**src/rtl/ysyx_220053_mc_controller.sv**
```systemverilog
// Multi-cycle instruction controller for the RV32I/RV64I NPC core.
// Walks each instruction through FETCH -> DECODE -> (MEM) -> WB, drives
// registered datapath/LSU control, and parks in TRAP on ebreak, an illegal
// encoding or an LSU timeout until the next reset.
module ysyx_220053_mc_controller #(
    parameter int XLEN        = 64,
    parameter int MEM_TIMEOUT = 255,
    parameter int CNT_W       = 8
) (
    input  logic        clk,
    input  logic        rst_n,
    input  logic        instr_valid,
    output logic        instr_ready,
    input  logic [31:0] instr_i,
    output logic        mem_req,
    output logic        mem_we,
    output logic [2:0]  mem_size,
    input  logic        mem_ack,
    output logic        alu_src_a,
    output logic [1:0]  alu_src_b,
    output logic [2:0]  ext_op,
    output logic [3:0]  alu_op,
    output logic        alu_word,
    output logic [3:0]  branch,
    output logic        rf_wen,
    output logic        pc_wen,
    output logic        halt,
    output logic        illegal,
    output logic        bus_err
);

    typedef enum logic [2:0] {S_FETCH, S_DECODE, S_MEM, S_WB, S_TRAP} state_t;

    localparam logic [6:0] OPC_LUI      = 7'b0110111;
    localparam logic [6:0] OPC_AUIPC    = 7'b0010111;
    localparam logic [6:0] OPC_JAL      = 7'b1101111;
    localparam logic [6:0] OPC_JALR     = 7'b1100111;
    localparam logic [6:0] OPC_BRANCH   = 7'b1100011;
    localparam logic [6:0] OPC_LOAD     = 7'b0000011;
    localparam logic [6:0] OPC_STORE    = 7'b0100011;
    localparam logic [6:0] OPC_OP_IMM   = 7'b0010011;
    localparam logic [6:0] OPC_OP       = 7'b0110011;
    localparam logic [6:0] OPC_OP_IMM32 = 7'b0011011;
    localparam logic [6:0] OPC_OP32     = 7'b0111011;
    localparam logic [6:0] OPC_SYSTEM   = 7'b1110011;

    localparam logic [2:0] EXT_I = 3'd0, EXT_U = 3'd1, EXT_S = 3'd2;
    localparam logic [2:0] EXT_B = 3'd3, EXT_J = 3'd4, EXT_R = 3'd5;
    localparam logic [3:0] ALU_ADD = 4'b0000, ALU_SUB = 4'b1000, ALU_PASSB = 4'b1111;

    localparam bit                IS_RV64     = (XLEN == 64);
    localparam logic [CNT_W-1:0]  TIMEOUT_CNT = CNT_W'(MEM_TIMEOUT);

    state_t             state_q;
    logic [31:0]        instr_q;
    logic [CNT_W-1:0]   wcnt_q;
    logic               rf_pend_q;
    logic               alu_src_a_q, alu_word_q, mem_req_q, mem_we_q;
    logic [1:0]         alu_src_b_q;
    logic [2:0]         ext_op_q, mem_size_q;
    logic [3:0]         alu_op_q, branch_q;
    logic               rf_wen_q, pc_wen_q, halt_q, illegal_q, bus_err_q;

    // Decoded fields of the latched instruction, registered in DECODE.
    logic               alu_src_a_d, alu_word_d, is_mem_d, is_store_d, rf_pend_d;
    logic               illegal_d, ebreak_d;
    logic [1:0]         alu_src_b_d;
    logic [2:0]         ext_op_d;
    logic [3:0]         alu_op_d, branch_d;

    logic [6:0] opcode, funct7;
    logic [2:0] funct3;
    logic [4:0] rd;
    logic       is_shift, unused_rs1;

    assign opcode     = instr_q[6:0];
    assign rd         = instr_q[11:7];
    assign funct3     = instr_q[14:12];
    assign funct7     = instr_q[31:25];
    assign is_shift   = (funct3 == 3'b001) || (funct3 == 3'b101);
    // rs1 is routed by the datapath directly; the controller never looks at it.
    assign unused_rs1 = ^instr_q[19:15];

    // Combinational decode of the latched instruction word.
    always_comb begin
        // NOTE: every output gets a default first so no path leaves one unassigned (no latch).
        alu_src_a_d = 1'b1;
        alu_src_b_d = 2'd1;
        ext_op_d    = EXT_I;
        alu_op_d    = ALU_ADD;
        alu_word_d  = 1'b0;
        branch_d    = 4'b0000;
        is_mem_d    = 1'b0;
        is_store_d  = 1'b0;
        rf_pend_d   = (rd != 5'd0);
        illegal_d   = 1'b0;
        ebreak_d    = 1'b0;
        unique case (opcode)
            OPC_LUI: begin
                ext_op_d = EXT_U;
                alu_op_d = ALU_PASSB;
            end
            OPC_AUIPC: begin
                alu_src_a_d = 1'b0;
                ext_op_d    = EXT_U;
            end
            OPC_JAL, OPC_JALR: begin
                alu_src_a_d = 1'b0;
                alu_src_b_d = 2'd2;
                ext_op_d    = (opcode == OPC_JAL) ? EXT_J : EXT_I;
                branch_d    = (opcode == OPC_JAL) ? 4'b0001 : 4'b0010;
            end
            OPC_OP_IMM, OPC_OP_IMM32: begin
                alu_word_d = (opcode == OPC_OP_IMM32);
                alu_op_d   = {(funct3 == 3'b101) && instr_q[30], funct3};
                // shamt[5] only exists on RV64 non-word shifts.
                illegal_d  = (is_shift && instr_q[25] && (!IS_RV64 || alu_word_d))
                          || (alu_word_d && !IS_RV64);
            end
            OPC_OP, OPC_OP32: begin
                alu_src_b_d = 2'd0;
                ext_op_d    = EXT_R;
                alu_word_d  = (opcode == OPC_OP32);
                alu_op_d    = {instr_q[30], funct3};
                illegal_d   = ((funct7 != 7'b0000000) && (funct7 != 7'b0100000))
                           || (alu_word_d && !IS_RV64);
            end
            OPC_BRANCH: begin
                alu_src_b_d = 2'd0;
                ext_op_d    = EXT_B;
                alu_op_d    = ALU_SUB;
                branch_d    = {1'b1, funct3};
                rf_pend_d   = 1'b0;
                illegal_d   = (funct3 == 3'b010) || (funct3 == 3'b011);
            end
            OPC_LOAD: begin
                is_mem_d  = 1'b1;
                illegal_d = (funct3 == 3'b111)
                         || (!IS_RV64 && ((funct3 == 3'b011) || (funct3 == 3'b110)));
            end
            OPC_STORE: begin
                ext_op_d   = EXT_S;
                is_mem_d   = 1'b1;
                is_store_d = 1'b1;
                rf_pend_d  = 1'b0;
                illegal_d  = funct3[2] || (!IS_RV64 && (funct3 == 3'b011));
            end
            OPC_SYSTEM: begin
                // Only ebreak is implemented; every other SYSTEM encoding traps.
                ebreak_d  = (instr_q[31:20] == 12'd1);
                illegal_d = !ebreak_d;
            end
            default: illegal_d = 1'b1;
        endcase
    end

    // Main sequencer with registered control outputs.
    always_ff @(posedge clk or negedge rst_n) begin
        if (!rst_n) begin
            state_q     <= S_FETCH;
            instr_q     <= '0;
            wcnt_q      <= '0;
            rf_pend_q   <= 1'b0;
            alu_src_a_q <= 1'b0;
            alu_src_b_q <= 2'd0;
            ext_op_q    <= 3'd0;
            alu_op_q    <= 4'd0;
            alu_word_q  <= 1'b0;
            branch_q    <= 4'd0;
            mem_req_q   <= 1'b0;
            mem_we_q    <= 1'b0;
            mem_size_q  <= 3'd0;
            rf_wen_q    <= 1'b0;
            pc_wen_q    <= 1'b0;
            halt_q      <= 1'b0;
            illegal_q   <= 1'b0;
            bus_err_q   <= 1'b0;
        end else begin
            // NOTE: non-blocking assignments so every register samples pre-edge values.
            rf_wen_q <= 1'b0;
            pc_wen_q <= 1'b0;
            unique case (state_q)
                S_FETCH: begin
                    if (instr_valid) begin
                        instr_q <= instr_i;
                        state_q <= S_DECODE;
                    end
                end
                S_DECODE: begin
                    alu_src_a_q <= alu_src_a_d;
                    alu_src_b_q <= alu_src_b_d;
                    ext_op_q    <= ext_op_d;
                    alu_op_q    <= alu_op_d;
                    alu_word_q  <= alu_word_d;
                    branch_q    <= branch_d;
                    mem_we_q    <= is_store_d;
                    mem_size_q  <= funct3;
                    rf_pend_q   <= rf_pend_d;
                    if (ebreak_d) begin
                        halt_q  <= 1'b1;
                        state_q <= S_TRAP;
                    end else if (illegal_d) begin
                        illegal_q <= 1'b1;
                        state_q   <= S_TRAP;
                    end else if (is_mem_d) begin
                        mem_req_q <= 1'b1;
                        wcnt_q    <= '0;
                        state_q   <= S_MEM;
                    end else begin
                        pc_wen_q <= 1'b1;
                        rf_wen_q <= rf_pend_d;
                        state_q  <= S_WB;
                    end
                end
                S_MEM: begin
                    // An ack on the timeout cycle still completes the access.
                    if (mem_ack) begin
                        mem_req_q <= 1'b0;
                        pc_wen_q  <= 1'b1;
                        if (mem_we_q) begin
                            state_q <= S_FETCH;
                        end else begin
                            rf_wen_q <= rf_pend_q;
                            state_q  <= S_WB;
                        end
                    end else if ((MEM_TIMEOUT != 0) && (wcnt_q == TIMEOUT_CNT)) begin
                        mem_req_q <= 1'b0;
                        bus_err_q <= 1'b1;
                        state_q   <= S_TRAP;
                    end else begin
                        wcnt_q <= wcnt_q + CNT_W'(1);
                    end
                end
                S_WB:    state_q <= S_FETCH;
                S_TRAP:  state_q <= S_TRAP;
                default: state_q <= S_FETCH;
            endcase
        end
    end

    assign instr_ready = (state_q == S_FETCH);
    assign mem_req     = mem_req_q;
    assign mem_we      = mem_we_q;
    assign mem_size    = mem_size_q;
    assign alu_src_a   = alu_src_a_q;
    assign alu_src_b   = alu_src_b_q;
    assign ext_op      = ext_op_q;
    assign alu_op      = alu_op_q;
    assign alu_word    = alu_word_q;
    assign branch      = branch_q;
    assign rf_wen      = rf_wen_q;
    assign pc_wen      = pc_wen_q;
    assign halt        = halt_q;
    assign illegal     = illegal_q;
    assign bus_err     = bus_err_q;

endmodule

```
**config.mk**
```make
export PLATFORM = sky130hd
export DESIGN_NAME = ysyx_220053_mc_controller
export DESIGN_NICKNAME = d
export VERILOG_FILES = /design/src/rtl/ysyx_220053_mc_controller.sv
export SDC_FILE = /design/constraint.sdc
export NUM_CORES = 1
export LEC_CHECK = 0
export BUFFER_PORTS_ARGS = -buffer_cell sky130_fd_sc_hd__buf_2
export CORE_MARGIN = 2
export CORE_UTILIZATION = 31
export DETAILED_ROUTE_END_ITERATION = 12
export HOLD_SLACK_MARGIN = 0.08
export PLACE_DENSITY_LB_ADDON = 0.12
export RECOVER_POWER = 25
export SYNTH_ARGS = -nofsm -noshare
export SYNTH_HDL_FRONTEND = slang
export SYNTH_SLANG_ARGS = --single-unit
```
**constraint.sdc**
```tcl
create_clock -name clk -period 4.06 [get_ports clk]
set_input_delay 0.812 -clock clk [delete_from_list [all_inputs] [get_ports clk]]
set_output_delay 0.812 -clock clk [all_outputs]
set_load 0.05 [all_outputs]
```
[Yosys cells after proc, flatten, opt, wreduce, memory -nomap -nowiden]
Index checks and enable logic that the tools add are counted.
Storage, ports and cells
  bits in registers: 69
  bits of input ports: 36
  output and inout port bits: 26
  word-level logic and storage cells: 122
Cells by class
  add/sub/neg operators: 1
  equal/unequal tests: 30
  mux-type cells: 44
  bitwise operators: 2
  reduce and logical (&&, ||, !) cells: 27
Operators by type and width (number)
  $mux 8: 5
  $eq 7x6->1 const B: 4
  $eq 7x7->1 const B: 4
  $eq 7x5->1 const B: 3
  $mux 1: 20
  $mux 3: 6
  $pmux 4 s4: 1
  $pmux 8 s2: 1
  $pmux 3 s5: 1
  $eq 12x1->1 const B: 1
  $ne 2x2->1 const B: 6
  $pmux 3 s4: 1
  $reduce_or 2->1: 6
  $eq 3x2->1 const B: 3
  $eq 3x3->1 const B: 3
  $add 8x1->8 const B: 1
  $eq 8x8->1 const B: 1
  $pmux 1 s2: 4
  $pmux 4 s2: 1
  $eq 7x2->1 const B: 1
  $ne 7x6->1 const B: 1
  $pmux 1 s7: 1
  $reduce_bool 7->1: 1
  $eq 3x1->1 const B: 2
  other kinds (16): 26

[Longest topological paths before layout]
  depth in word-level cells: 8
  gate-level depth with buffers: 7
  mapped depth without buffers: 6

[Worst setup path after synthesis]
No wires, ideal clock.
  kind: register -> register
  start point: register state_q[1]
  end point: register instr_q[0]
  library setup time: 125 ps
  arrival: 2370 ps
  required time: 3935 ps
  setup slack: 1565 ps
  stages on the path, launching flop included: 5
  period minus slack after synthesis: 2495 ps
  cells stage by stage: dfrtp_1 -> nor3_1 -> and2_1 -> buf_2 -> mux2_2
On the way
  longest elaborated chain between the ends: 2
Ends and longest elaborated chain
  start: declaration: RTL line 54  | state_t state_q;
  start signal: assignment: RTL line 160  | state_q <= S_FETCH;
  start signal: assignment: RTL line 186  | state_q <= S_DECODE;
  start signal: assignment: RTL line 201  | state_q <= S_TRAP;
  $logic_not 3->1
  named net instr_ready: RTL line 13  | output logic instr_ready,
  $reduce_and 2->1 (no line)
  end signal: assignment: RTL line 185  | instr_q <= instr_i;
  end: declaration: RTL line 55  | logic [31:0] instr_q;
The timed path passes the listed nets, and every way through them passes these cells.
A chain may end at the register's enable or synchronous reset.

==> flow_metrics.env <==
export IMPL_detail_route_antenna_nets=0
export IMPL_swShare=0.404
export IMPL_clk_insertion_delay_late_ps=340
export IMPL_syn_instance_count=280
export IMPL_maxSlewViolCount=41
export IMPL_place_congestion=0.789
export IMPL_cap_violations=1
export IMPL_path_clk_slew_ps=70
export IMPL_path_cells="clkbuf_1 > buf_4"
export IMPL_drive_above_1_share=0.313
export IMPL_path_class="input pin to async pin"
export IMPL_synth_top_area_cell="dfrtp_1"
export IMPL_ir_drop_v=0.000247
export IMPL_synth_cell_type_count=53
export IMPL_post_synth_cell_area_avg_um2=10.6
export IMPL_r2r_end="instr_q[6]"
export IMPL_grt_usage=0.149
export IMPL_power_density_nw_per_um2=723
export IMPL_netlist_top_cells_area="dfrtp_1 54%, mux2_2 9.1%, nand2_1 5.5%"
export IMPL_io_buffers=56
export IMPL_htreeDepth=3
export IMPL_hold_path_end="mem_size[2]"
export IMPL_grt_pass1_wl_mm=11.6
export IMPL_p_comb_frac=0.358
export IMPL_antenna_found_initial=0
export IMPL_critPathRequiredTime_ps=4550
export IMPL_period_needed_ps=2490
export IMPL_die_area_um2=10300
export IMPL_routed_wl_mm=7.03
export IMPL_critPathMaxStageDelay_ps=1590
export IMPL_start_util=0.320
export IMPL_vias=2267
export IMPL_status="complete, but fails checks"
export IMPL_setup_viol_count_final=0
export IMPL_first_pass_iters=5
export IMPL_design_area_um2=3540
export IMPL_ff2ff_setup_slack_ps=1890
export IMPL_layout_cells_non_filler=471
export IMPL_io_pins=62
export IMPL_clock_skew_ps=12.9
export IMPL_min_period_over_period=0.612
export IMPL_yosys_register_bits=64
export IMPL_dp_hpwl_mm=4.97
export IMPL_area_delta_synth_final_pct=19.9
export IMPL_timing_fmax_ghz=0.402
export IMPL_p_leak_uw=0.00159
export IMPL_worstPathArrival_ps=2980
export IMPL_final_hold_violation_count=0
export IMPL_cts_buffer_depth=2
export IMPL_ys_flop_type="dfrtp_1"
export IMPL_crit_buf_inv=2
export IMPL_drt_iter0_markers=101
export IMPL_placed_cell_area_um2=3350
export IMPL_ys_seq_area_frac=0.542
export IMPL_pwr_share_seq=0.424
export IMPL_yosys_warnings=0
export IMPL_cts_setup_buffers=0
export IMPL_fin_setup_tns_ps=0
export IMPL_ctsHoldBuffers=0
export IMPL_dp_cells=455
export IMPL_regToRegStartpoint="state_q[1]"
export IMPL_remaining_drc_errors=0
export IMPL_grt_start_max_net_pins=41
export IMPL_routedWlPerCell_um=14.9
export IMPL_grt_pass1_vias=2312
export IMPL_root_buffer="clkbuf_8"
export IMPL_cp_top_family="buffers and inverters"
export IMPL_hold_path_class="flip-flop to flip-flop"
export IMPL_rows=35
export IMPL_diodes=0
export IMPL_p_sw_uw=1030
export IMPL_slowest_stage="clkbuf_1"
export IMPL_async_flop_share=1.00
export IMPL_synth_nets=317
export IMPL_p_int_uw=1530
export IMPL_cts_num_sinks=64
export IMPL_die_h_um=102
export IMPL_slew_headroom=-0.523
export IMPL_cts_tree="done"
export IMPL_power_clock_fraction=0.218
export IMPL_startpoint_type="input pin"
export IMPL_whs_path_depth=2
export IMPL_vias_per_cell=4.81
export IMPL_netlist_area_leader_share=0.542
export IMPL_syn_area_um2=2950
export IMPL_cts_resized=0
export IMPL_die_x_um=102
export IMPL_crit_fanout=40
export IMPL_layout_nets=374
export IMPL_failed_checks="max-capacitance violations, max-slew violations"
export IMPL_synth_edf_count=0
export IMPL_grt_ovfl_total=0
export IMPL_rsz0062_at_grt="false"
export IMPL_tightest_slew_ps=2280
export IMPL_min_from="mem_size[2]"
export IMPL_cts_buffers=9
export IMPL_core_um2=9240
export IMPL_end_kind="async pin"
export IMPL_reg2reg_depth=3
[synth_stat cells (2+ instances only)]
cell type  number
nand2_1        43
dfrtp_1        64
nand3_1        13
and3_1          2
clkbuf_1        6
nor3b_1         3
o211ai_1        8
inv_1          10
buf_2           4
nor2_1         15
a21oi_1         7
a211oi_1        2
o21ai_0        20
and2_1          4
or2_2           2
o31ai_1         2
or3_2           2
nor3_1          3
o22ai_1         3
or3_1           3
mux2_2         24
a21o_1          2
nand4_1         4
a31oi_1         5
[worst min-delay path, delay by kind of cell, from the launching register on]
family	cells	cell delay (ps)
flops	1	340
simple gates	2	100
[registers in the layout, summed over array words and instances, names as in the netlist]
register,cells
ext_op,3
alu_op,4
mem_req,1
alu_word,1
instr_q,27
mem_size,3
alu_src_b,2
alu_src_a,1
bus_err,1
state_q,3
illegal,1
wcnt_q,8
rf_wen,1
branch,4
rf_pend_q,1
pc_wen,1
mem_we,1
halt,1
[area by class of cell]
type / instances / area (µm²)
multi-input cells: 194 / 1250
inverters: 10 / 37.5
flip-flops and latches: 64 / 1600
fillers: 936 / 5700
repair buffers: 58 / 294
clock inverters: 3 / 40.0
clock buffers: 13 / 159
well taps: 129 / 161
[worst max-delay path by stage]
stage	endpoint	from	slack (ps)	cells after the start
2_1_floorplan	instr_q[0]	state_q[1]	1570	4
4_1_cts	instr_q[6]	state_q[1]	1780	3
6_report	instr_q[13]	rst_n	1570	2
3_5_place_dp	instr_q[9]	instr_valid	1710	3
5_1_grt	instr_q[13]	rst_n	1160	2
3_3_place_gp	instr_q[12]	instr_valid	1720	3
[layer usage]
layer	GRT usage	vias up	share of wire
li1	-	1122	-
met1	0.206	1086	0.51
met2	0.217	50	0.42
met3	0.0393	9	0.051
met4	0.0686	0	0.017
met5	0	-	0
[cell usage in the layout (no fill, tap or decap), types with 3 or more instances in the layout]
master / instances
clkbuf_1: 3
nand2_1: 43
or3_1: 3
nand3_1: 13
nor3_1: 3
o211ai_1: 8
mux2_2: 24
a21oi_1: 7
and2_1: 4
dfrtp_1: 64
buf_2: 55
nand4_1: 4
nor2_1: 15
inv_1: 10
clkbuf_8: 11
nor3b_1: 3
a31oi_1: 5
o21ai_0: 20
o22ai_1: 3
[metrics by stage]
stage	power (µW)	setup slack, ps	util	hold slack [ps]
4_1_cts	2590	1780	0.384	476
3_3_place_gp	2010	1720	0.362	447
2_1_floorplan	1780	1570	-	450
5_1_grt	2740	1160	0.383	501
3_5_place_dp	2030	1710	0.362	454
6_report	2560	1570	0.383	471
[power groups by stage]
| stage | sequential, µW | combinational [µW] | clock (µW) |
|---|---|---|---|
| floorplan | 1200 | 584 | 0 |
| global placement | 1090 | 914 | 0 |
| detailed placement | 1100 | 926 | 0 |
| CTS | 1090 | 930 | 578 |
| global route | 1130 | 1010 | 608 |
| finish | 1090 | 917 | 558 |
[cells by family (layout without fill, tap and decap cells)]
group	count (synthesis)	in the layout	synth area share
adder cells (fa/ha/maj)	2	2	0.00762
AND/OR/NAND/NOR	107	107	0.184
AO/OA/AOI/OAI	60	60	0.137
buffers and inverters	22	84	0.0347
flip-flops	64	64	0.542
multiplexers	25	25	0.0949
Power figures use the tool's default switching activity.
